File: config.mk
export PLATFORM = sky130hd
export DESIGN_NAME = datapath_pipe
export DESIGN_NICKNAME = d
export VERILOG_FILES = /design/src/rtl/datapath_pipe.sv
export SDC_FILE = /design/constraint.sdc
export NUM_CORES = 2
export LEC_CHECK = 0
export ABC_CLOCK_PERIOD_IN_PS = 8400
export BUFFER_PORTS_ARGS = -buffer_cell sky130_fd_sc_hd__buf_2
export CELL_PAD_IN_SITES_DETAIL_PLACEMENT = 0
export CELL_PAD_IN_SITES_GLOBAL_PLACEMENT = 2
export CORE_ASPECT_RATIO = 2
export CORE_MARGIN = 2
export CORE_UTILIZATION = 28
export DETAILED_ROUTE_END_ITERATION = 8
export PLACE_DENSITY_LB_ADDON = 0.3
export SETUP_SLACK_MARGIN = 0.2
export SLEW_MARGIN = 10
export SYNTH_ARGS = -nofsm -noshare
export SYNTH_HDL_FRONTEND = slang
export SYNTH_SLANG_ARGS = --single-unit
File: constraint.sdc
create_clock -name clock -period 8.4 [get_ports clock]
set_input_delay 1.68 -clock clock [delete_from_list [all_inputs] [get_ports clock]]
set_output_delay 1.68 -clock clock [all_outputs]
set_load 0.02 [all_outputs]
File: src/rtl/datapath_pipe.sv
// datapath_pipe: two-stage register-file + ALU datapath.
//   Issue stage : reads two operands combinationally from the register file
//                 and captures them with the opcode and destination into EX.
//   EX stage    : computes the ALU op, writes back, and registers
//                 result/zero_flag/wb_reg/wb_en with a one-cycle out_valid.
// Build option:
//   DATAPATH_PIPE_FWD_EN defined   -> the EX ALU output is bypassed into the
//                                     issue operands on a RAW hazard.
//   DATAPATH_PIPE_FWD_EN undefined -> on a RAW hazard in_ready drops for one
//                                     cycle so the EX op writes back first.
// Ports:
//   clock, reset (sync, active high)
//   in_valid/in_ready                     issue handshake
//   read_reg_num1/2, write_reg [RW]       source and destination registers
//   alu_control [4], regwrite             opcode and write enable
//   out_valid, result [XLEN], zero_flag   retired op
//   wb_reg [RW], wb_en                    retired op destination / write (debug)
module datapath_pipe #(
    parameter int XLEN     = 32,
    parameter int NREGS    = 32,
    parameter int ZERO_REG = 1
) (
    input  logic                     clock,
    input  logic                     reset,
    input  logic                     in_valid,
    output logic                     in_ready,
    input  logic [$clog2(NREGS)-1:0] read_reg_num1,
    input  logic [$clog2(NREGS)-1:0] read_reg_num2,
    input  logic [$clog2(NREGS)-1:0] write_reg,
    input  logic [3:0]               alu_control,
    input  logic                     regwrite,
    output logic                     out_valid,
    output logic [XLEN-1:0]          result,
    output logic                     zero_flag,
    output logic [$clog2(NREGS)-1:0] wb_reg,
    output logic                     wb_en
);
    localparam int RW     = $clog2(NREGS);
    localparam int RW_SH  = $clog2(XLEN);
    localparam int STAGES = 1;

    typedef struct packed {
        logic [XLEN-1:0] a;
        logic [XLEN-1:0] b;
        logic [3:0]      op;
        logic [RW-1:0]   rd;
        logic            rw;
    } ex_t;

    logic [NREGS-1:0][XLEN-1:0] rf;
    ex_t                        ex;
    // vld_pipe[0]: EX holds a live op; vld_pipe[1]: retire slot (out_valid)
    logic [STAGES:0]            vld_pipe;

    logic [XLEN-1:0]  rf_a, rf_b, op_a, op_b, alu_out;
    logic [RW_SH-1:0] sh;
    logic             ex_wr, haz_a, haz_b, accept;

    // Register 0 is hardwired to zero when ZERO_REG is set
    assign rf_a = (ZERO_REG != 0 && read_reg_num1 == '0) ? '0 : rf[read_reg_num1];
    assign rf_b = (ZERO_REG != 0 && read_reg_num2 == '0) ? '0 : rf[read_reg_num2];

    // The EX op will actually change the register file at the next edge
    assign ex_wr = vld_pipe[0] && ex.rw && !(ZERO_REG != 0 && ex.rd == '0);
    assign haz_a = ex_wr && (ex.rd == read_reg_num1);
    assign haz_b = ex_wr && (ex.rd == read_reg_num2);

`ifdef DATAPATH_PIPE_FWD_EN
    assign op_a     = haz_a ? alu_out : rf_a;
    assign op_b     = haz_b ? alu_out : rf_b;
    assign in_ready = !reset;
`else
    // Hold the dependent op one cycle; the register file is current next cycle
    assign op_a     = rf_a;
    assign op_b     = rf_b;
    assign in_ready = !reset && !(haz_a || haz_b);
`endif

    assign accept    = in_valid && in_ready;
    assign out_valid = vld_pipe[STAGES];
    assign sh        = ex.b[RW_SH-1:0];

    always_comb begin
        alu_out = '0;
        case (ex.op)
            4'b0000: alu_out = ex.a & ex.b;
            4'b0001: alu_out = ex.a | ex.b;
            4'b0010: alu_out = ex.a + ex.b;
            4'b0011: alu_out = ex.a << sh;
            4'b0100: alu_out = ex.a ^ ex.b;
            4'b0101: alu_out = ex.a >> sh;
            4'b0110: alu_out = ex.a - ex.b;
            4'b0111: alu_out = {{(XLEN-1){1'b0}}, ($signed(ex.a) < $signed(ex.b))};
            4'b1000: alu_out = $signed(ex.a) >>> sh;
            4'b1100: alu_out = ~(ex.a | ex.b);
            default: alu_out = '0;
        endcase
    end

    always_ff @(posedge clock) begin
        if (reset) begin
            rf        <= '0;
            ex        <= '0;
            vld_pipe  <= '0;
            result    <= '0;
            zero_flag <= 1'b0;
            wb_reg    <= '0;
            wb_en     <= 1'b0;
        end else begin
            vld_pipe <= {vld_pipe[STAGES-1:0], accept};
            if (accept) begin
                ex.a  <= op_a;
                ex.b  <= op_b;
                ex.op <= alu_control;
                ex.rd <= write_reg;
                ex.rw <= regwrite;
            end
            // Outputs hold their last value when nothing retires
            if (vld_pipe[0]) begin
                if (ex_wr)
                    rf[ex.rd] <= alu_out;
                result    <= alu_out;
                zero_flag <= (alu_out == '0);
                wb_reg    <= ex.rd;
                wb_en     <= ex_wr;
            end
        end
    end

endmodule

==> impl_table.tex <==
\begin{tabular}{lr}
\hline
Metric & Value \\
\hline
\multicolumn{2}{l}{\textbf{Worst setup path}} \\
Crit Reg-Reg Endpoint & zero\_flag \\
Worst-case register-to-register setup slack & $\sim$2200 ps \\
Sequence of cells on the critical path & buf\_4 > mux4\_2 > mux2i\_1 > o32a\_1 > o221ai\_1 > a211oi\_4 > buf\_4 > nand4\_1 > nor4\_1 > nand4\_1 > o32ai\_2 \\
Startpoint of the worst setup timing path & ex[11] \\
Stage delay of the slowest cell on the critical path & approximately 1100 ps \\
CP Data Required Time & $\sim$9000 ps \\
Cell with the largest stage delay on the worst path & mux2i\_1 \\
Crit path max fanout & 55 \\
Kind of start point of the critical path & flop \\
Origin of the critical flop-to-flop path & ex[11] \\
Cell class contributing the biggest share of worst-path delay & multiplexers \\
Crit path arrival time & between 6000 and 7000 ps \\
Critical Path Sink Type & flop \\
Worst-case reg-to-reg path depth & 11 \\
WS Path Type & reg -> reg \\
Critical path buffers and inverters & 2 \\
\multicolumn{2}{l}{\textbf{Yosys}} \\
Post-synth ARST share & 0 \\
Most used flip-flop cell after synthesis & dfxtp\_1 \\
Count of warnings emitted by yosys & 0 \\
Number of synthesized flops with an enable pin & 0 \\
Count of mapped cells out of synthesis & 6327 \\
Ranking of synthesized cells by area & dfxtp\_1 (35\%), mux4\_2 (24\%), a211oi\_1 (11\%), nor2\_1 (7.3\%), clkbuf\_1 (3.6\%) \\
Register area share after synthesis & 0.353 \\
Main combinational cell family by area after synthesis & multiplexers \\
Cell type contributing the most total cell area after synthesis & dfxtp\_1 \\
Distinct cell type count of the synthesized netlist & 96 \\
Proportion of netlist area held by the largest area contributor & 0.353 \\
Total standard cell area after synthesis & 64500 µm² \\
Xor/xnor share of the synthesized area & 0.00312 \\
Synth Register Bits & approximately 1100 \\
Adder-Cell Fraction of Synth Area & 0.0202 \\
Post-synth net total & 6453 \\
Simple-Gate Fraction of Synth Area & 0.111 \\
Compound-gate portion of the synthesized area & 0.176 \\
Share of cell area taken by muxes after synthesis & 0.283 \\
Avg Synthesized Cell Area & approximately 10 µm² \\
\multicolumn{2}{l}{\textbf{Finish}} \\
Share of cells above drive strength 1 & 0.215 \\
Largest registers ranked by flip-flop count & rf: 1024 flops, ex: 74 flops, result: 32 flops \\
Total number of nets in the final design & slightly above 6000 \\
Register area & roughly 23000 µm² \\
Final-layout fill cell count & roughly 23000 \\
Finished Cell Area & slightly above 70000 µm² \\
Top register by number of flip-flops & rf \\
Total area of multi-input combinational cells & around 40000 µm² \\
Number of flip-flops in the largest register & about 1000 \\
Growth of design area from synthesis to finish & 10.6\% \\
\multicolumn{2}{l}{\textbf{CTS}} \\
Number of gates given a new drive strength after cts & 0 \\
Post-cts hold buffer count & 0 \\
CTS tree & done \\
Buffers inserted by post-CTS timing repair & 0 \\
Max clock buf depth & 3 \\
Clock-pin slew reported for the worst setup and hold paths after clock tree synthesis & 70 ps \\
Clock Latency Late Sink & around 760 ps \\
Number of clock sinks & about 1100 \\
Clock tree root driver cell & clkbuf\_16 \\
Maximum level of the CTS H-tree & 3 \\
Clock buffer count from CTS & approximately 110 \\
\multicolumn{2}{l}{\textbf{Route}} \\
Vias & between 50000 and 60000 \\
DRT antenna net count & 0 \\
Final routed wire length divided by cell count & about 32 µm \\
Number of iterations in the first detailed-routing pass & 6 \\
Routed WL & about 290000 µm \\
Drc violations & 0 \\
DRC marker count from the first detailed-route iteration & around 4500 \\
Number of vias per cell after detailed routing & between 5 and 6 \\
\multicolumn{2}{l}{\textbf{Die}} \\
Boundary pin count & 64 \\
Initial cell density of the core & 0.281 \\
Die Area & 235000 µm² \\
Width of the die & $\sim$340 µm \\
Std cell rows & about 250 \\
Vertical extent of the die & between 600 and 700 µm \\
Core area & 230000 µm² \\
\multicolumn{2}{l}{\textbf{GRT}} \\
Largest net degree at the start of global routing & 209 \\
Number of antenna violations at the first check in global routing & 12 \\
Global router's overall resource usage & 0.240 \\
GR Overflow Total & 0 \\
Number of global-route vias before repair & 52300 \\
Global-route wire length before repair & slightly above 400000 µm \\
\multicolumn{2}{l}{\textbf{Timing}} \\
Setup repair after global routing missed its margin & no \\
Tcrit/Tclk final & 0.738 \\
Actual transition at the worst max-transition pin & about 1400 ps \\
Slew margin rel. & 0.0445 \\
Number of hold violations in the final report & 0 \\
Final setup skew & 43.5 ps \\
Tmin final & 6200 ps \\
Maximum clock rate & roughly 0.16 GHz \\
Total of endpoints with negative setup slack in the final report & 0 \\
Final total negative setup slack & 0 ps \\
Slew Limit Fails & 0 \\
\multicolumn{2}{l}{\textbf{Pwr}} \\
Worst ir drop on vdd & 0.176 mV \\
Power per Cell Area & approximately 160 nW/µm² \\
Leakage power & roughly 22 nW \\
\multicolumn{2}{l}{\textbf{Placement}} \\
PortBufs & 63 \\
Routability cong. & 1.05 \\
HPWL after DPL & about 180000 µm \\
Post-placement cell area & around 68000 µm² \\
\multicolumn{2}{l}{\textbf{Min path}} \\
Startpoint of the most critical hold path & rf[30] \\
Worst hold path cell count & 1 \\
Worst hold path type & reg -> reg \\
Worst Hold Path EP & rf[30] \\
\multicolumn{2}{l}{\textbf{Status}} \\
Run status & completed \\
\multicolumn{2}{l}{\textbf{Flow run}} \\
Max Cap Viol & 0 \\
\hline
\end{tabular}
## worst max path at each step
stage          cells past startpoint   endpoint  slack (ps)
2_1_floorplan                      7   in_ready        3480
3_3_place_gp                      13  zero_flag        2520
3_5_place_dp                      13  zero_flag        2520
4_1_cts                           13  zero_flag        2470
5_1_grt                           15  zero_flag        2090
6_report                          11  zero_flag        2200
## layout by cell type, fill, tap and decap left out, types with 47 or more instances in the layout
cell type,n
mux2_2,85
a22oi_1,88
mux4_2,690
buf_4,183
nor3_1,47
buf_2,52
ha_1,101
dfxtp_1,1132
nor2_1,1222
nor2b_1,51
clkbuf_16,105
nand2_1,168
o21ai_0,68
mux2i_1,177
a211oi_1,959
inv_1,102
a21oi_1,113
## cell families after synthesis
kind of cell / Yosys count
XOR/XNOR: 23
AO/OA/AOI/OAI: 1545
multiplexers: 954
adder cells (fa/ha/maj): 103
flip-flops: 1139
AND/OR/NAND/NOR: 1711
buffers and inverters: 852
## metrics by stage
step | setup WS (ps) | cells | util | hold WS, ps | power, W
6_report | 2200 | 9039 | 0.311 | 480 | 0.0114
3_5_place_dp | 2520 | 8841 | 0.295 | 467 | 0.00637
4_1_cts | 2470 | 9029 | 0.311 | 480 | 0.0115
3_3_place_gp | 2520 | 8840 | 0.295 | 455 | 0.00637
2_1_floorplan | 3480 | 6327 | - | 443 | 0.00607
5_1_grt | 2090 | 9032 | 0.311 | 488 | 0.0117
## Yosys cell counts (all sizes together) (10+ instances only)
library cell and n:
a211oi 965, a21o 15, a21oi 120, a221oi 17, a22oi 88, a311oi 10, a31oi 17, and2 13
and3 11, buf 127, clkbuf 622, dfxtp 1139, ha 101, inv 103, mux2 87, mux2i 177
mux4 690, nand2 169, nand2b 15, nand3 32, nand3b 16, nand4 15, nor2 1256, nor2b 51
nor3 49, nor4 19, o2111ai 14, o211ai 29, o21ai 72, o221ai 19, o22ai 25, o31ai 22
or3 14, xnor2 15
## power by group
group / total (W) / internal [W] / switching [W]
clock: 0.00513 / 0.00278 / 0.00235
sequential: 0.00544 / 0.00542 / 0.0000250
combinational: 0.000801 / 0.000230 / 0.000571
## area by class of cell
type	instances	share of cell area
well taps	3012	0.0528
clock buffers	150	0.0421
diodes	8	0.000280
clock inverters	38	0.00750
multi-input cells	4336	0.545
repair buffers	253	0.0272
flip-flops and latches	1139	0.320
inverters	103	0.00542
## metal layers
layer,global-route usage,wire length (µm),share of wire,up-vias
met5,0,35,0.00012,-
met4,0.141,19100,0.067,6
met3,0.0284,12500,0.044,685
met2,0.430,148000,0.52,1812
met1,0.271,107000,0.37,26800
li1,-,-,-,23300
No activity file was read; power rests on OpenSTA's default activity.
